==> config.mk <==
export PLATFORM = sky130hd
export DESIGN_NAME = clk_period_monitor
export DESIGN_NICKNAME = d
export VERILOG_FILES = /design/src/rtl/clk_mon_pkg.sv /design/src/rtl/clk_mon_edge.sv /design/src/rtl/clk_period_monitor.sv
export SDC_FILE = /design/constraint.sdc
export NUM_CORES = 1
export LEC_CHECK = 0
export BUFFER_PORTS_ARGS = -buffer_cell sky130_fd_sc_hd__buf_2
export CELL_PAD_IN_SITES_DETAIL_PLACEMENT = 0
export CELL_PAD_IN_SITES_GLOBAL_PLACEMENT = 1
export CORE_MARGIN = 5
export CORE_UTILIZATION = 35
export DETAILED_ROUTE_END_ITERATION = 7
export PLACE_DENSITY = 0.61
export SYNTH_ARGS = -nofsm -noshare
export SYNTH_HDL_FRONTEND = slang
export SYNTH_SLANG_ARGS = --single-unit
==> constraint.sdc <==
create_clock -name clk -period 5 [get_ports clk]
set_input_delay 0.5 -clock clk [delete_from_list [all_inputs] [get_ports clk]]
set_output_delay 0.5 -clock clk [all_outputs]
set_load 0.01 [all_outputs]
==> src/rtl/clk_mon_pkg.sv <==
// Shared types and defaults for the divided-clock period monitor.
package clk_mon_pkg;

    typedef enum logic [1:0] {
        ST_IDLE    = 2'd0,
        ST_ARM     = 2'd1,
        ST_MEASURE = 2'd2
    } clk_mon_state_t;

    localparam int CLK_MON_CNT_W   = 11;
    localparam int CLK_MON_TIMEOUT = 2047;

endpackage

==> src/rtl/clk_mon_edge.sv <==
// Rising-edge detector for the divided waveform; the input passes through a
// 2-flop synchronizer when CLK_MON_SYNC_EN is defined.
module clk_mon_edge (
    input  logic clk,
    input  logic rst,
    input  logic div_in,
    output logic div_s,
    output logic rise
);

`ifdef CLK_MON_SYNC_EN
    logic sync1_d, sync1_q;
    logic sync2_d, sync2_q;

    always_comb begin
        sync1_d = div_in;
        sync2_d = sync1_q;
    end

    always_ff @(posedge clk or negedge rst) begin
        if (!rst) begin
            sync1_q <= 1'b0;
            sync2_q <= 1'b0;
        end else begin
            sync1_q <= sync1_d;
            sync2_q <= sync2_d;
        end
    end

    assign div_s = sync2_q;
`else
    assign div_s = div_in;
`endif

    logic div_d_d, div_d_q;

    always_comb begin
        div_d_d = div_s;
    end

    always_ff @(posedge clk or negedge rst) begin
        if (!rst) begin
            div_d_q <= 1'b0;
        end else begin
            div_d_q <= div_d_d;
        end
    end

    assign rise = div_s & ~div_d_q;

endmodule

==> src/rtl/clk_period_monitor.sv <==
// Measures rise-to-rise period and high time of div_in in clk cycles, with a
// sticky stall flag. Define CLK_MON_SYNC_EN to synchronize an asynchronous div_in.
module clk_period_monitor
    import clk_mon_pkg::*;
#(
    parameter int CNT_W   = CLK_MON_CNT_W,
    parameter int TIMEOUT = CLK_MON_TIMEOUT
) (
    input  logic             clk,
    input  logic             rst,
    input  logic             en,
    input  logic             div_in,
    input  logic             clr_timeout,
    output logic [CNT_W-1:0] period,
    output logic [CNT_W-1:0] high_time,
    output logic             period_vld,
    output logic             timeout,
    output logic             busy
);

    logic div_s;
    logic rise;

    clk_mon_edge u_edge (
        .clk    (clk),
        .rst    (rst),
        .div_in (div_in),
        .div_s  (div_s),
        .rise   (rise)
    );

    clk_mon_state_t   state_d, state_q;
    logic [CNT_W-1:0] cnt_d, cnt_q;
    logic [CNT_W-1:0] hi_d, hi_q;
    logic [CNT_W-1:0] period_d, period_q;
    logic [CNT_W-1:0] high_time_d, high_time_q;
    logic             vld_d, vld_q;
    logic             timeout_d, timeout_q;

    always_comb begin
        state_d     = state_q;
        cnt_d       = cnt_q;
        hi_d        = hi_q;
        period_d    = period_q;
        high_time_d = high_time_q;
        vld_d       = 1'b0;
        timeout_d   = timeout_q & ~clr_timeout;

        // Disable wins over everything, including a same-cycle rise.
        if (!en) begin
            state_d = ST_IDLE;
        end else begin
            case (state_q)
                ST_IDLE: begin
                    state_d = ST_ARM;
                end
                ST_ARM: begin
                    if (rise) begin
                        cnt_d   = CNT_W'(1);
                        hi_d    = CNT_W'(1);
                        state_d = ST_MEASURE;
                    end
                end
                ST_MEASURE: begin
                    if (rise) begin
                        period_d    = cnt_q;
                        high_time_d = hi_q;
                        vld_d       = 1'b1;
                        cnt_d       = CNT_W'(1);
                        hi_d        = CNT_W'(1);
                    end else if (cnt_q == CNT_W'(TIMEOUT)) begin
                        // Set beats a same-cycle clear.
                        timeout_d = 1'b1;
                        state_d   = ST_ARM;
                    end else begin
                        cnt_d = cnt_q + CNT_W'(1);
                        hi_d  = hi_q + {{(CNT_W-1){1'b0}}, div_s};
                    end
                end
                default: begin
                    state_d = ST_IDLE;
                end
            endcase
        end
    end

    always_ff @(posedge clk or negedge rst) begin
        if (!rst) begin
            state_q     <= ST_IDLE;
            cnt_q       <= '0;
            hi_q        <= '0;
            period_q    <= '0;
            high_time_q <= '0;
            vld_q       <= 1'b0;
            timeout_q   <= 1'b0;
        end else begin
            state_q     <= state_d;
            cnt_q       <= cnt_d;
            hi_q        <= hi_d;
            period_q    <= period_d;
            high_time_q <= high_time_d;
            vld_q       <= vld_d;
            timeout_q   <= timeout_d;
        end
    end

    assign period     = period_q;
    assign high_time  = high_time_q;
    assign period_vld = vld_q;
    assign timeout    = timeout_q;
    assign busy       = (state_q != ST_IDLE);

endmodule
Word level (Yosys, flattened, before mapping) --
Index checks and enable logic that the tools add are counted.
Word-level totals: bits in registers 49, output and inout port bits 25, word-level logic and storage cells 47
Operators by class: $add $sub $neg 2, equality and inequality tests 8, muxes and demuxes 19, bitwise logic cells 4, reduce and logical (&&, ||, !) cells 6
Operators by type and width (count):
- 11-bit two-way mux | 5
- 11-bit one-hot mux with 2 select lines | 2
- 3-bit inequality test (second input constant) | 4
- 11-bit by 1-bit adder with 11-bit output | 1
- 11-bit by 1-bit adder with 11-bit output (second input constant) | 1
- 11-bit == test (second input constant) | 1
- 2-bit two-way mux | 4
- 1-bit two-way mux | 7
- 2-bit one-hot mux with 3 select lines | 1
- 3-bit AND reduction | 2
- 4-bit AND reduction | 1
- 2-bit nonzero test | 2
- 1-bit AND | 2
- 2-bit by 1-bit == test with 1-bit output (second input constant) | 1
- 2-bit == test (second input constant) | 1
- 2-bit logical NOT | 1
- 2-bit inequality test (second input constant) | 1
- 1-bit inverter | 2

Logic depth before layout (Yosys ltp) --
depth in word-level cells 6, gate-level depth with buffers 7, gate-level depth less buffers 6

By module --
A second synthesis with hierarchy kept.
Unflattened totals: cells, all modules 206, area, all modules 2337.2 um^2
By module, submodules not included:
- clk_period_monitor | instances 1, cells an instance 203, area each 2290.9 um^2, sequential area each 1201.2 um^2
- clk_mon_edge | instances 1, cells an instance 3, area each 46.3 um^2, sequential area each 25.0 um^2

Worst setup path after synthesis --
No wires, ideal clock.
path kind reg-to-reg, from register cnt_q[0], to register cnt_q[9], setup time 0.126 ns, data arrival time 1.604 ns, required time 4.874 ns, slack 3.270 ns, cell stages (with the launch flop) 8, path buffers 2, clock period less this slack 1.730 ns, cell sequence dfrtp_1 -> ha_1 -> nand4_1 -> or3_1 -> buf_2 -> buf_6 -> a41oi_1 -> nor2_1
On the way: word-level cells in the longest chain between the ends 4
Ends and longest elaborated chain:
- from (decl) | line clk_period_monitor.sv:33 | logic [CNT_W-1:0] cnt_d, cnt_q;
- from (signal assigned) | line clk_period_monitor.sv:98 | cnt_q <= cnt_d;
- 11-bit by 1-bit adder with 11-bit output | line clk_period_monitor.sv:76 | cnt_d = cnt_q + CNT_W'(1);
- 11-bit two-way mux | line clk_period_monitor.sv:71 | end else if (cnt_q == CNT_W'(TIMEOUT)) begin
- 11-bit two-way mux | line clk_period_monitor.sv:65 | if (rise) begin
- 11-bit one-hot mux with 2 select lines | line clk_period_monitor.sv:53 | case (state_q)
Parallel ways exist; a longest one is shown, timed or not. The select of a mux whose other input is x is not followed. A chain may end at the register's enable or synchronous reset.

Worst setup path in the final report --
from register u_edge.div_d_q, to register period_q[3], in the netlist period[3]
On the way: word-level cells in the longest chain between the ends 3
Ends and longest elaborated chain:
- from (decl) | line clk_mon_edge.sv:35 | logic div_d_d, div_d_q;
- from (signal assigned) | line clk_mon_edge.sv:45 | div_d_q <= div_d_d;
- 1-bit inverter | line clk_mon_edge.sv:49 | assign rise = div_s & ~div_d_q;
- 1-bit AND | line clk_mon_edge.sv:49
- 3-bit AND reduction (no line)
- to (signal assigned) | line clk_period_monitor.sv:100 | period_q <= period_d;
- to (decl) | line clk_period_monitor.sv:35 | logic [CNT_W-1:0] period_d, period_q;
No other way between the ends.

==> reports/metrics.csv <==
stage,metric,value,unit
placement,pre-CTS setup slack,2.185,ns
critical_path,startpoint types,flip-flop,
timing,Max Freq,403.6,MHz
grt,GR met1 Demand/Resource,18.92,%
grt,Overflow after GRT,0,
power,Switching Fraction,25.28,%
drt,drt first pass iters,4,
grt,GRT met2 Usage,22.42,%
cts,CTS Sinks,49,
final_layout,Nets,246,
timing,minimum clock period,2.478,ns
yosys,Mapped Nets,221,
grt,grt met3 use,2.762,%
floorplanning,I/O pin count,30,
yosys,cell count after synthesis,213,
final_layout,"most common cell after layout, fill and taps aside",dfrtp_1,
final_layout,Util after Layout,39.76,%
timing,final hold vios,0,
grt,initial antenna violation count,0,
final_layout,register area,1226,um2
timing,setup_tns,0,ns
cts,CTS Hold Bufs,0,
timing,Max Transition Viols Final,0,
yosys,top cell type by total area after synthesis,dfrtp_1,
final_layout,most frequent cells in the layout,"dfrtp_1 (49), buf_2 (29), mux2_2 (22)",
final_layout,Area growth syn-to-layout,11.91,%
power,Internal,0.0005697,W
critical_path,worst path required time,5.20,ns
critical_path,worst path arrival time,2.67,ns
power,leakage power,1.225,nW
grt,vias in the first global route,1843,
cts,CTS Buffer Depth,2,
timing,Tightest Pin Transition,1.074,ns
timing,Relative slew margins,28.41,%
yosys,mean post-synth cell area,11.14,um2
power,Comb power frac,8.5,%
placement,DP Area,2555,um2
drt,Post-Route WL,5.347,mm
yosys,sequential-to-total area share from yosys stat,51.66,%
drt,Antenna Nets Post-Route,0,
floorplanning,Initial Utilization,35.52,%
timing,final setup margin,2.522,ns
critical_path,Critical Path End Type,flip-flop,
drt,vias per cell,5.599,
placement,number of port buffers,29,
critical_path,Crit Path Class,reg -> reg,
critical_path,crit path cell chain,nor2b_1 > and3_1 > mux2_2,
cts,Root Buffer Master,clkbuf_8,
floorplanning,Die Ht,92.35,um
placement,GPL Wtd Cong,0.7918,
final_layout,share of layout cells above drive strength 1,29.71,%
power,Sequential Power Share,57.5,%
final_layout,design area,2656,um2
cts,H-tree depth,2,
cts,Worst-Skew Late Latency,0.30,ns
grt,global-route usage over all layers,13.91,%
yosys,synth top area cells,"dfrtp_1 (52%), mux2_2 (10%), a31oi_1 (5.0%), a41oi_1 (3.0%), nand3_1 (2.7%)",
timing,crit share post-route,49.55,%
power,P_sw,0.0001928,W
grt,first-pass GRT wire length,9.591,mm
grt,largest net degree at the start of global routing,50,
drt,DRC viols,0,
yosys,synthesized cell area,2374,um2
timing,Worst Skew,0.01174,ns
power,PwrDens,287.0,nW/um2
floorplanning,full die area,8529,um2
cts,Num CTS Buffers,5,
outcome,status,"finished, final reports clean",
cts,CTS tree,built,
job,# Max-Cap Violations,0,
grt,"Most Used Layer, Global Route",met2,
final_layout,Filler cells,678,
power,clock power share,34.0,%
drt,via count,1786,
timing,"Setup violations, final",0,
power,worst-case vdd ir drop,0.0001024,V
yosys,library cells used by synthesis,42,
critical_path,"Max stage delay cell, worst path",and3_1,
worst_hold_path,hold crit path type,in -> async,
placement,dpl hpwl,3.443,mm
cts,PostCTS Resize Cnt,0,
yosys,Yosys reg bits,49,
timing,unrepaired setup endpoints after global routing,false,
yosys,top cell type's share of synthesized area,51.66,%
final_layout,multi-input logic area,1046,um2
floorplanning,Die Wd,92.35,um
floorplanning,Site Rows,30,
drt,per-cell routed wire length,16.76,um
floorplanning,Core Region,6681,um2
power,total design power,0.0007624,W
yosys,Ys Warns,0,
critical_path,crit-path max FO,23,
critical_path,Max stage delay on crit path,0.99,ns
drt,iteration-0 DRC count of the detailed router,90,
cts,Post-CTS Repair Setup Buffers,0,
cts,"Reg clk slew, reported paths",0.09,ns
final_layout,# diodes,0,
[Yosys cell counts]
| library cell | count |
|---|---|
| or4_1 | 1 |
| a21oi_1 | 3 |
| o22ai_1 | 1 |
| o211ai_2 | 1 |
| o221ai_1 | 1 |
| nand2_1 | 16 |
| buf_2 | 6 |
| a21oi_4 | 1 |
| and4_1 | 1 |
| dfrtp_1 | 49 |
| nor2b_2 | 1 |
| and3_2 | 1 |
| mux2_1 | 1 |
| and4bb_2 | 1 |
| nand4_1 | 5 |
| buf_1 | 1 |
| nor2b_1 | 1 |
| buf_4 | 2 |
| a41oi_1 | 8 |
| ha_1 | 3 |
| a41o_1 | 1 |
| nand2b_1 | 2 |
| a221oi_1 | 2 |
| a31oi_1 | 19 |
| nor2_1 | 9 |
| o211ai_1 | 3 |
| nand3_1 | 13 |
| o21a_1 | 2 |
| or3_1 | 5 |
| buf_6 | 2 |
| and2_0 | 1 |
| clkbuf_1 | 2 |
| nor3b_2 | 1 |
| nor3_2 | 1 |
| o21ai_0 | 4 |
| inv_1 | 6 |
| and4_2 | 2 |
| mux2_2 | 22 |
| and3_1 | 8 |
| mux2i_1 | 2 |
| or2_2 | 1 |
| and2_1 | 1 |
[stage by stage]
step,hold slack (ns),instances
2_1_floorplan,0.2044,213
3_3_place_gp,0.4701,311
3_5_place_dp,0.4789,311
4_1_cts,0.3123,319
5_1_grt,0.3428,319
6_report,0.2804,319
[worst paths after layout]
path	startpoint	to	cells after the start	slack (ns)
min in group clk	div_in	u_edge.div_d_q$_DFF_PN0_	1	0.35
worst min register to register	period[1]$_DFFE_PN0P_	period[1]$_DFFE_PN0P_	1	0.49
worst max-delay path	u_edge.div_d_q$_DFF_PN0_	period[3]$_DFFE_PN0P_	3	2.52
worst min-delay path	rst	timeout$_DFF_PN0_	2	0.28
max in group asynchronous	rst	high_time[1]$_DFFE_PN0P_	2	4.26
worst max register to register	u_edge.div_d_q$_DFF_PN0_	period[3]$_DFFE_PN0P_	3	2.52
[routing by layer]
layer / vias up / wire length [um] / share of wire, %
li1: 854 / - / -
met1: 885 / 2509 / 47
met2: 41 / 2528 / 47
met3: 6 / 243 / 4.5
met4: 0 / 65 / 1.2
met5: - / 0 / 0
[critical path, delay by kind of cell, from the launching register on]
family	cells	cell delay [ns]
and+or+nand+nor	2	1.57
DFF	1	0.38
muxes	1	0.43
[flip-flops by register name (all words and copies together) (netlist names)]
name / count
period: 11
cnt_q: 11
hi_q: 11
period_vld: 1
u_edge.div_d_q: 1
timeout: 1
high_time: 11
state_q: 2
[power by group through the flow]
stage | logic, W | registers [W] | clock network (W)
6_report | 0.0000651 | 0.000438 | 0.000259
5_1_grt | 0.0000758 | 0.000443 | 0.000289
4_1_cts | 0.0000674 | 0.000439 | 0.000273
3_5_place_dp | 0.0000671 | 0.000447 | 0
3_3_place_gp | 0.0000661 | 0.000447 | 0
2_1_floorplan | 0.0000392 | 0.000443 | 0
[area by class of cell]
cell class | count | area share [%]
timing repair buffer | 31 | 6.029
clock buffer | 7 | 3.627
sequential | 49 | 46.16
tap | 80 | 3.768
multi-input combinational | 145 | 39.38
clock inverter | 1 | 0.1884
inverter | 6 | 0.8479
[cells by family after synthesis]
| family | share of synthesized area [%] |
|---|---|
| flops | 51.66 |
| buf+inv | 4.270 |
| compound gates | 14.02 |
| fa+ha+maj | 1.582 |
| mux | 11.76 |
| simple gates | 16.71 |
Power figures use the tool's default switching activity.
